**config.mk**
```make
export PLATFORM = sky130hd
export DESIGN_NAME = led_matrix_scanner_flat
export DESIGN_NICKNAME = d
export VERILOG_FILES = /design/src/rtl/led_matrix_scanner_if.sv /design/src/rtl/led_matrix_scanner.sv /design/src/flat_wrapper.sv
export SDC_FILE = /design/constraint.sdc
export NUM_CORES = 1
export LEC_CHECK = 0
export ABC_AREA = 1
export ABC_CLOCK_PERIOD_IN_PS = 10200
export CAP_MARGIN = 20
export CORE_MARGIN = 3
export CORE_UTILIZATION = 26
export DETAILED_ROUTE_END_ITERATION = 16
export GPL_TIMING_DRIVEN = 0
export PLACE_DENSITY = 0.5
export SETUP_SLACK_MARGIN = 0.15
export SLEW_MARGIN = 20
export SYNTH_ARGS = -nofsm -noshare
export SYNTH_HDL_FRONTEND = slang
export SYNTH_SLANG_ARGS = --single-unit
```
**constraint.sdc**
```tcl
create_clock -name clk -period 10.2 [get_ports clk]
set_clock_uncertainty 0.05 [all_clocks]
set_input_delay 1.53 -clock clk [delete_from_list [all_inputs] [get_ports clk]]
set_output_delay 1.53 -clock clk [all_outputs]
set_load 0.01 [all_outputs]
```
**src/rtl/led_matrix_scanner_if.sv**
```systemverilog
// Host-side bundle for led_matrix_scanner: scan control, back-buffer write
// port, swap handshake and the matrix pin outputs.
interface led_matrix_scanner_if #(
   parameter int N_MAT  = 2,
   parameter int N_COLS = 8,
   parameter int N_ROWS = 8
);
   localparam int MW = (N_MAT > 1) ? $clog2(N_MAT) : 1;
   localparam int CW = $clog2(N_COLS);

   logic                     enable;
   logic                     wr_en;
   logic [MW-1:0]            wr_mat;
   logic [CW-1:0]            wr_col;
   logic [N_ROWS-1:0]        wr_data;
   logic                     swap_req;
   logic                     swap_ack;
   logic                     frame_start;
   logic [N_ROWS-1:0]        row;
   logic [N_MAT*N_COLS-1:0]  col;

   modport master (
      output enable, wr_en, wr_mat, wr_col, wr_data, swap_req,
      input  swap_ack, frame_start, row, col
   );

   modport slave (
      input  enable, wr_en, wr_mat, wr_col, wr_data, swap_req,
      output swap_ack, frame_start, row, col
   );
endinterface

```
**src/rtl/led_matrix_scanner.sv**
```systemverilog
// Time-multiplexed scan driver for N_MAT LED matrices on a shared row bus.
// Double-buffered frame store; the host fills the back buffer and the swap
// is deferred to the frame boundary so a partial frame is never shown.
module led_matrix_scanner #(
   parameter int N_MAT     = 2,
   parameter int N_COLS    = 8,
   parameter int N_ROWS    = 8,
   parameter int TICK_DIV  = 16384,
   parameter int BLANK_CYC = 1
) (
   input logic                 clk,
   input logic                 reset,
   led_matrix_scanner_if.slave bus
);
   localparam int MW = (N_MAT > 1) ? $clog2(N_MAT) : 1;
   localparam int CW = $clog2(N_COLS);
   localparam int PW = $clog2(TICK_DIV);
   localparam int BW = $clog2(BLANK_CYC + 2);
   localparam int NB = N_MAT * N_COLS;

   localparam logic [PW-1:0] PRESC_MAX = PW'(TICK_DIV - 1);
   localparam logic [MW-1:0] MAT_MAX   = MW'(N_MAT - 1);
   localparam logic [CW-1:0] COL_MAX   = CW'(N_COLS - 1);
   localparam logic [MW:0]   MAT_LIM   = (MW + 1)'(N_MAT);
   localparam logic [CW:0]   COL_LIM   = (CW + 1)'(N_COLS);
   localparam logic [BW-1:0] BLANK_LIM = BW'(BLANK_CYC);

   // scan position and blanking state
   logic [PW-1:0]     r_presc;
   logic [MW-1:0]     r_slot_mat;
   logic [CW-1:0]     r_slot_col;
   logic [BW-1:0]     r_bcnt;
   // frame store: index 0/1 is the buffer, r_front selects the displayed one
   logic [N_ROWS-1:0] r_buf [0:1][0:N_MAT-1][0:N_COLS-1];
   logic              r_front;
   logic              r_pend;
   // registered pin outputs
   logic [N_ROWS-1:0] r_row;
   logic [NB-1:0]     r_col_en;
   logic              r_swap_ack;
   logic              r_frame_start;

   logic              w_tick;
   logic              w_mat_wrap;
   logic              w_frame_end;
   logic              w_do_swap;
   logic              w_lit;
   logic              w_wr_ok;
   logic [NB-1:0]     w_col_sel;
   logic [N_ROWS-1:0] w_row_next;

   assign w_tick      = bus.enable & (r_presc == PRESC_MAX);
   assign w_mat_wrap  = (r_slot_mat == MAT_MAX);
   assign w_frame_end = w_tick & w_mat_wrap & (r_slot_col == COL_MAX);
   // a request arriving on the frame-end cycle itself is honoured immediately
   assign w_do_swap   = w_frame_end & (r_pend | bus.swap_req);
   assign w_lit       = bus.enable & (r_bcnt >= BLANK_LIM);
   assign w_wr_ok     = bus.wr_en & ({1'b0, bus.wr_mat} < MAT_LIM)
                                  & ({1'b0, bus.wr_col} < COL_LIM);

   // one-hot column enable for the current slot, bit m*N_COLS+c
   always_comb begin
      w_col_sel = '0;
      for (int m = 0; m < N_MAT; m++) begin
         for (int c = 0; c < N_COLS; c++) begin
            if ((r_slot_mat == MW'(m)) && (r_slot_col == CW'(c))) begin
               w_col_sel[m*N_COLS + c] = 1'b1;
            end else begin
               w_col_sel[m*N_COLS + c] = 1'b0;
            end
         end
      end
   end

   // active-low row pattern for the current slot from the front buffer
   always_comb begin
      w_row_next = '1;
      w_row_next = ~r_buf[r_front][r_slot_mat][r_slot_col];
   end

   // prescaler, slot position and blank counter; all frozen while disabled,
   // except the blank counter which restarts so a resumed slot blanks again
   always_ff @(posedge clk or posedge reset) begin
      if (reset) begin
         r_presc    <= '0;
         r_slot_mat <= '0;
         r_slot_col <= '0;
         r_bcnt     <= '0;
      end else if (bus.enable) begin
         if (w_tick) begin
            r_presc <= '0;
            r_bcnt  <= '0;
            if (w_mat_wrap) begin
               r_slot_mat <= '0;
               r_slot_col <= (r_slot_col == COL_MAX) ? CW'(0) : r_slot_col + CW'(1);
            end else begin
               r_slot_mat <= r_slot_mat + MW'(1);
            end
         end else begin
            r_presc <= r_presc + PW'(1);
            if (r_bcnt < BLANK_LIM) begin
               r_bcnt <= r_bcnt + BW'(1);
            end
         end
      end else begin
         r_bcnt <= '0;
      end
   end

   // front/back selection and merged swap request
   always_ff @(posedge clk or posedge reset) begin
      if (reset) begin
         r_front <= 1'b0;
         r_pend  <= 1'b0;
      end else if (w_do_swap) begin
         r_front <= ~r_front;
         r_pend  <= 1'b0;
      end else if (bus.swap_req) begin
         r_pend  <= 1'b1;
      end
   end

   // back-buffer writes; the target is the buffer that is back before this
   // edge, so a write coinciding with a swap appears in the new front
   always_ff @(posedge clk or posedge reset) begin
      if (reset) begin
         for (int b = 0; b < 2; b++) begin
            for (int m = 0; m < N_MAT; m++) begin
               for (int c = 0; c < N_COLS; c++) begin
                  r_buf[b][m][c] <= '0;
               end
            end
         end
      end else if (w_wr_ok) begin
         r_buf[~r_front][bus.wr_mat][bus.wr_col] <= bus.wr_data;
      end
   end

   // registered pin drivers and status pulses
   always_ff @(posedge clk or posedge reset) begin
      if (reset) begin
         r_row         <= '1;
         r_col_en      <= '0;
         r_swap_ack    <= 1'b0;
         r_frame_start <= 1'b0;
      end else begin
         r_row         <= w_lit ? w_row_next : '1;
         r_col_en      <= w_lit ? w_col_sel  : '0;
         r_swap_ack    <= w_do_swap;
         r_frame_start <= w_frame_end;
      end
   end

   assign bus.row         = r_row;
   assign bus.col         = r_col_en;
   assign bus.swap_ack    = r_swap_ack;
   assign bus.frame_start = r_frame_start;

endmodule

```
**src/flat_wrapper.sv**
```systemverilog
// flat-port wrapper written by rule: the top's interface ports become plain ports
module led_matrix_scanner_flat 
#(
   parameter int N_MAT     = 2,
   parameter int N_COLS    = 8,
   parameter int N_ROWS    = 8,
   parameter int TICK_DIV  = 16384,
   parameter int BLANK_CYC = 1
)
  (clk, reset, bus_enable, bus_wr_en, bus_wr_mat, bus_wr_col, bus_wr_data, bus_swap_req, bus_swap_ack, bus_frame_start, bus_row, bus_col);
  led_matrix_scanner_if #(.N_MAT(N_MAT), .N_COLS(N_COLS), .N_ROWS(N_ROWS)) bus_i ();
  input logic clk;
  input logic reset;
  input wire logic [$bits(bus_i.enable)-1:0] bus_enable;
  input wire logic [$bits(bus_i.wr_en)-1:0] bus_wr_en;
  input wire logic [$bits(bus_i.wr_mat)-1:0] bus_wr_mat;
  input wire logic [$bits(bus_i.wr_col)-1:0] bus_wr_col;
  input wire logic [$bits(bus_i.wr_data)-1:0] bus_wr_data;
  input wire logic [$bits(bus_i.swap_req)-1:0] bus_swap_req;
  output wire logic [$bits(bus_i.swap_ack)-1:0] bus_swap_ack;
  output wire logic [$bits(bus_i.frame_start)-1:0] bus_frame_start;
  output wire logic [$bits(bus_i.row)-1:0] bus_row;
  output wire logic [$bits(bus_i.col)-1:0] bus_col;
  assign bus_i.enable = bus_enable;
  assign bus_i.wr_en = bus_wr_en;
  assign bus_i.wr_mat = bus_wr_mat;
  assign bus_i.wr_col = bus_wr_col;
  assign bus_i.wr_data = bus_wr_data;
  assign bus_i.swap_req = bus_swap_req;
  assign bus_swap_ack = bus_i.swap_ack;
  assign bus_frame_start = bus_i.frame_start;
  assign bus_row = bus_i.row;
  assign bus_col = bus_i.col;
  led_matrix_scanner #(.N_MAT(N_MAT), .N_COLS(N_COLS), .N_ROWS(N_ROWS), .TICK_DIV(TICK_DIV), .BLANK_CYC(BLANK_CYC)) u_core (.clk(clk), .reset(reset), .bus(bus_i));
endmodule
```
==> metrics.txt <==
slew margin rel. 0.176; Final Core Density 0.313; CTS Buffer Depth 3; latest clock arrival within the worst-skew pair 0.52 ns; max cap viols 0; Slew @ Worst Pin 1.24 ns; VDD IR-drop max 82.1 uV; crit share post-route 0.338; Synth area leaders dfrtp_1, nand2_1, nand3_1, o21ai_0, nor2_1; Starting Density 0.265; Final setup violation count 0; H-tree levels 2; flop2flop setup slack 7.70 ns; Worst-path clk slew 0.06 ns; final wirelength 49000 um; io pins 43; Largest stage delay, worst path 0.63 ns; post-synthesis instance total 1689; Hold Path Origin u_core.r_buf[194]; total number of vias 12300; pin count of the biggest net entering global routing 103; Worst R2R End u_core.bus.row[1]; Final HPWL DP 33800 um; initial antenna violation count 2; TritonCTS clock tree yes; crit path kind input port to register; drc violations 0; top cell type's share of synthesized area 0.540; post-CTS sizing 0; outcome complete, no violations; 1st-iter DRT viols 1224; routability cong. 0.908; DIE AREA 55500 um^2; Num CTS Buffers 36; crit path DAT 3.75 ns; final slew viol count 0; post-synthesis sequential area ratio 0.556; row count 83; crit path max fanout 10; Root Buffer clkbuf_16; static leakage 7.12 nW; Antenna Violating Nets Remaining 0; Mapped Avg Cell Area 8.12 um^2; Hold Crit Depth 2; post-route non-filler standard cell count 2478; worst r2r path cells 10; Worst path slowest cell clkdlybuf4s50_1; Overflow after GRT 0; post-synthesis cell type count 25; vias per cell 4.95; Syn Nets 1714; RSZ-0062 raised after global routing no; Yosys reg bits 304; Area Overhead vs Synth 18.2%; Routed WL per cell 19.8 um; Die X 236 um; area leader, netlist dfrtp_1; placed cells 2413; die height 236 um; minimum clock period 3.45 ns; Ys Warns 0; nets 1796; fmax 290 MHz; final hold vios 0; drt first pass iters 5; first-pass GRT wire length 73400 um; critical path capture point type register; Crit path required time 10.50 ns; Total Routing Usage GR 0.172; Min-Delay Path Class register to register; Post-Syn Area 13700 um^2; CTS sink count 304; Port Buffers 41; Critical Path Start Type input port; hold buffers post-CTS 0; worst r2r src u_core.r_slot_mat; PwrDens 182 nW/um^2; worst-path cell chain clkdlybuf4s50_1 -> nand2_2 -> inv_1 -> buf_2 -> nand3_1 -> clkbuf_1 -> nand2_1 -> o21ai_0; proportion of layout cells with a drive suffix above 1 0.0735; core area 51700 um^2; post-CTS setup buffer count 0; Overall Power 0.00295 W; vias in the first global route 11600; hold endpoint u_core.r_buf[194]
==> metrics by stage <==
stage               hold slack (ns)  area (um^2)   TNS, ns  worst slack (ns)
finish                        0.432        16200         0              6.75
detailed placement            0.423        15100         0              6.27
CTS                           0.437        16200         0              6.84
global route                  0.450        16200         0              6.67
global placement              0.416        15000  -1115.96             -3.81
floorplan                     0.403        13700         0             0.231
==> cells in the final DEF, fill, tap and decap left out, types with 3 or more instances in the layout <==
| cell type | Yosys | layout |
|---|---|---|
| nand2_1 | 541 | 541 |
| dfrtp_1 | 296 | 296 |
| nand3_1 | 249 | 249 |
| o21ai_0 | 172 | 172 |
| nor2_1 | 124 | 124 |
| a21oi_1 | 85 | 85 |
| clkbuf_1 | 67 | 75 |
| buf_2 | 43 | 43 |
| clkdlybuf4s50_1 | 0 | 41 |
| clkbuf_16 | 0 | 37 |
| inv_1 | 34 | 33 |
| o21ai_1 | 12 | 12 |
| nor2_2 | 8 | 8 |
| ha_1 | 8 | 8 |
| clkinv_2 | 0 | 8 |
| dfstp_2 | 8 | 8 |
| nor3_2 | 7 | 7 |
| buf_1 | 7 | 7 |
| nand4_1 | 7 | 7 |
| clkbuf_8 | 0 | 7 |
| inv_2 | 5 | 5 |
| nor3_1 | 5 | 5 |
| buf_16 | 0 | 3 |
==> how the worst max path moves through the flow <==
stage / start / cells after the start / endpoint / slack (ns)
floorplan: reset / 1 / u_core.bus.col[0] / 0.23
global placement: reset / 2 / u_core.r_buf[112] / -3.81
detailed placement: bus_wr_en / 7 / u_core.r_buf[192] / 6.27
CTS: bus_wr_en / 7 / u_core.r_buf[192] / 6.84
global route: bus_wr_en / 7 / u_core.r_buf[192] / 6.67
finish: bus_wr_en / 8 / u_core.r_buf[71] / 6.75
==> critical path: cells and delay by family <==
| family | cells | cell delay (ns) |
|---|---|---|
| compound gates | 1 | 0.09 |
| buf+inv | 4 | 1.44 |
| simple gates | 3 | 0.69 |
==> Yosys cell counts <==
master      n
a21oi_1    85
and3_1      2
buf_1       7
buf_2      43
clkbuf_1   67
clkinv_1    2
dfrtp_1   296
dfstp_2     8
ha_1        8
inv_1      34
inv_2       5
nand2_1   541
nand2_2     1
nand3_1   249
nand4_1     7
nor2_1    124
nor2_2      8
nor3_1      5
nor3_2      7
o21ai_0   172
o21ai_1    12
o21bai_1    1
or2_2       1
xnor2_1     2
xor2_1      2
==> metal layers <==
| metal | vias up | wire (um) | GRT usage |
|---|---|---|---|
| li1 | 5701 | - | - |
| met1 | 6025 | 22100 | 0.246 |
| met2 | 449 | 21300 | 0.261 |
| met3 | 101 | 4060 | 0.0355 |
| met4 | 2 | 1560 | 0.0555 |
| met5 | - | 12 | 0 |
==> where the power goes <==
part	total (W)	internal, W	switching [W]
combinational	0.000293	0.000101	0.000192
clock	0.00124	0.000741	0.000499
sequential	0.00142	0.00134	0.0000775
==> registers in the layout (all words and copies together), names as in the netlist, 2 cells and up <==
signal,count
u_core.r_buf,256
u_core.bus.col,16
u_core.r_presc,14
u_core.bus.row,8
u_core.r_slot_col,3
u_core.r_bcnt,2
==> cell type report <==
| class | count | area [um^2] |
|---|---|---|
| Timing Repair Buffer | 44 | 493 |
| Tap cell | 680 | 851 |
| Fill cell | 5534 | 35500 |
| Inverter | 41 | 161 |
| Antenna cell | 2 | 5.00 |
| Multi-Input combinational cell | 1227 | 5450 |
| Clock inverter | 9 | 70.1 |
| Sequential cell | 304 | 7620 |
| Buffer | 117 | 495 |
| Clock buffer | 54 | 1060 |
==> kinds of logic after synthesis <==
family | share of synthesized area
AOI/OAI and AO/OA | 0.0988
xor gates and xnor gates | 0.00256
adders and majority gates | 0.00730
buffers and inverters | 0.0472
DFF | 0.556
and+or+nand+nor | 0.289
Note: power is estimated with default switching activity, not from simulation.
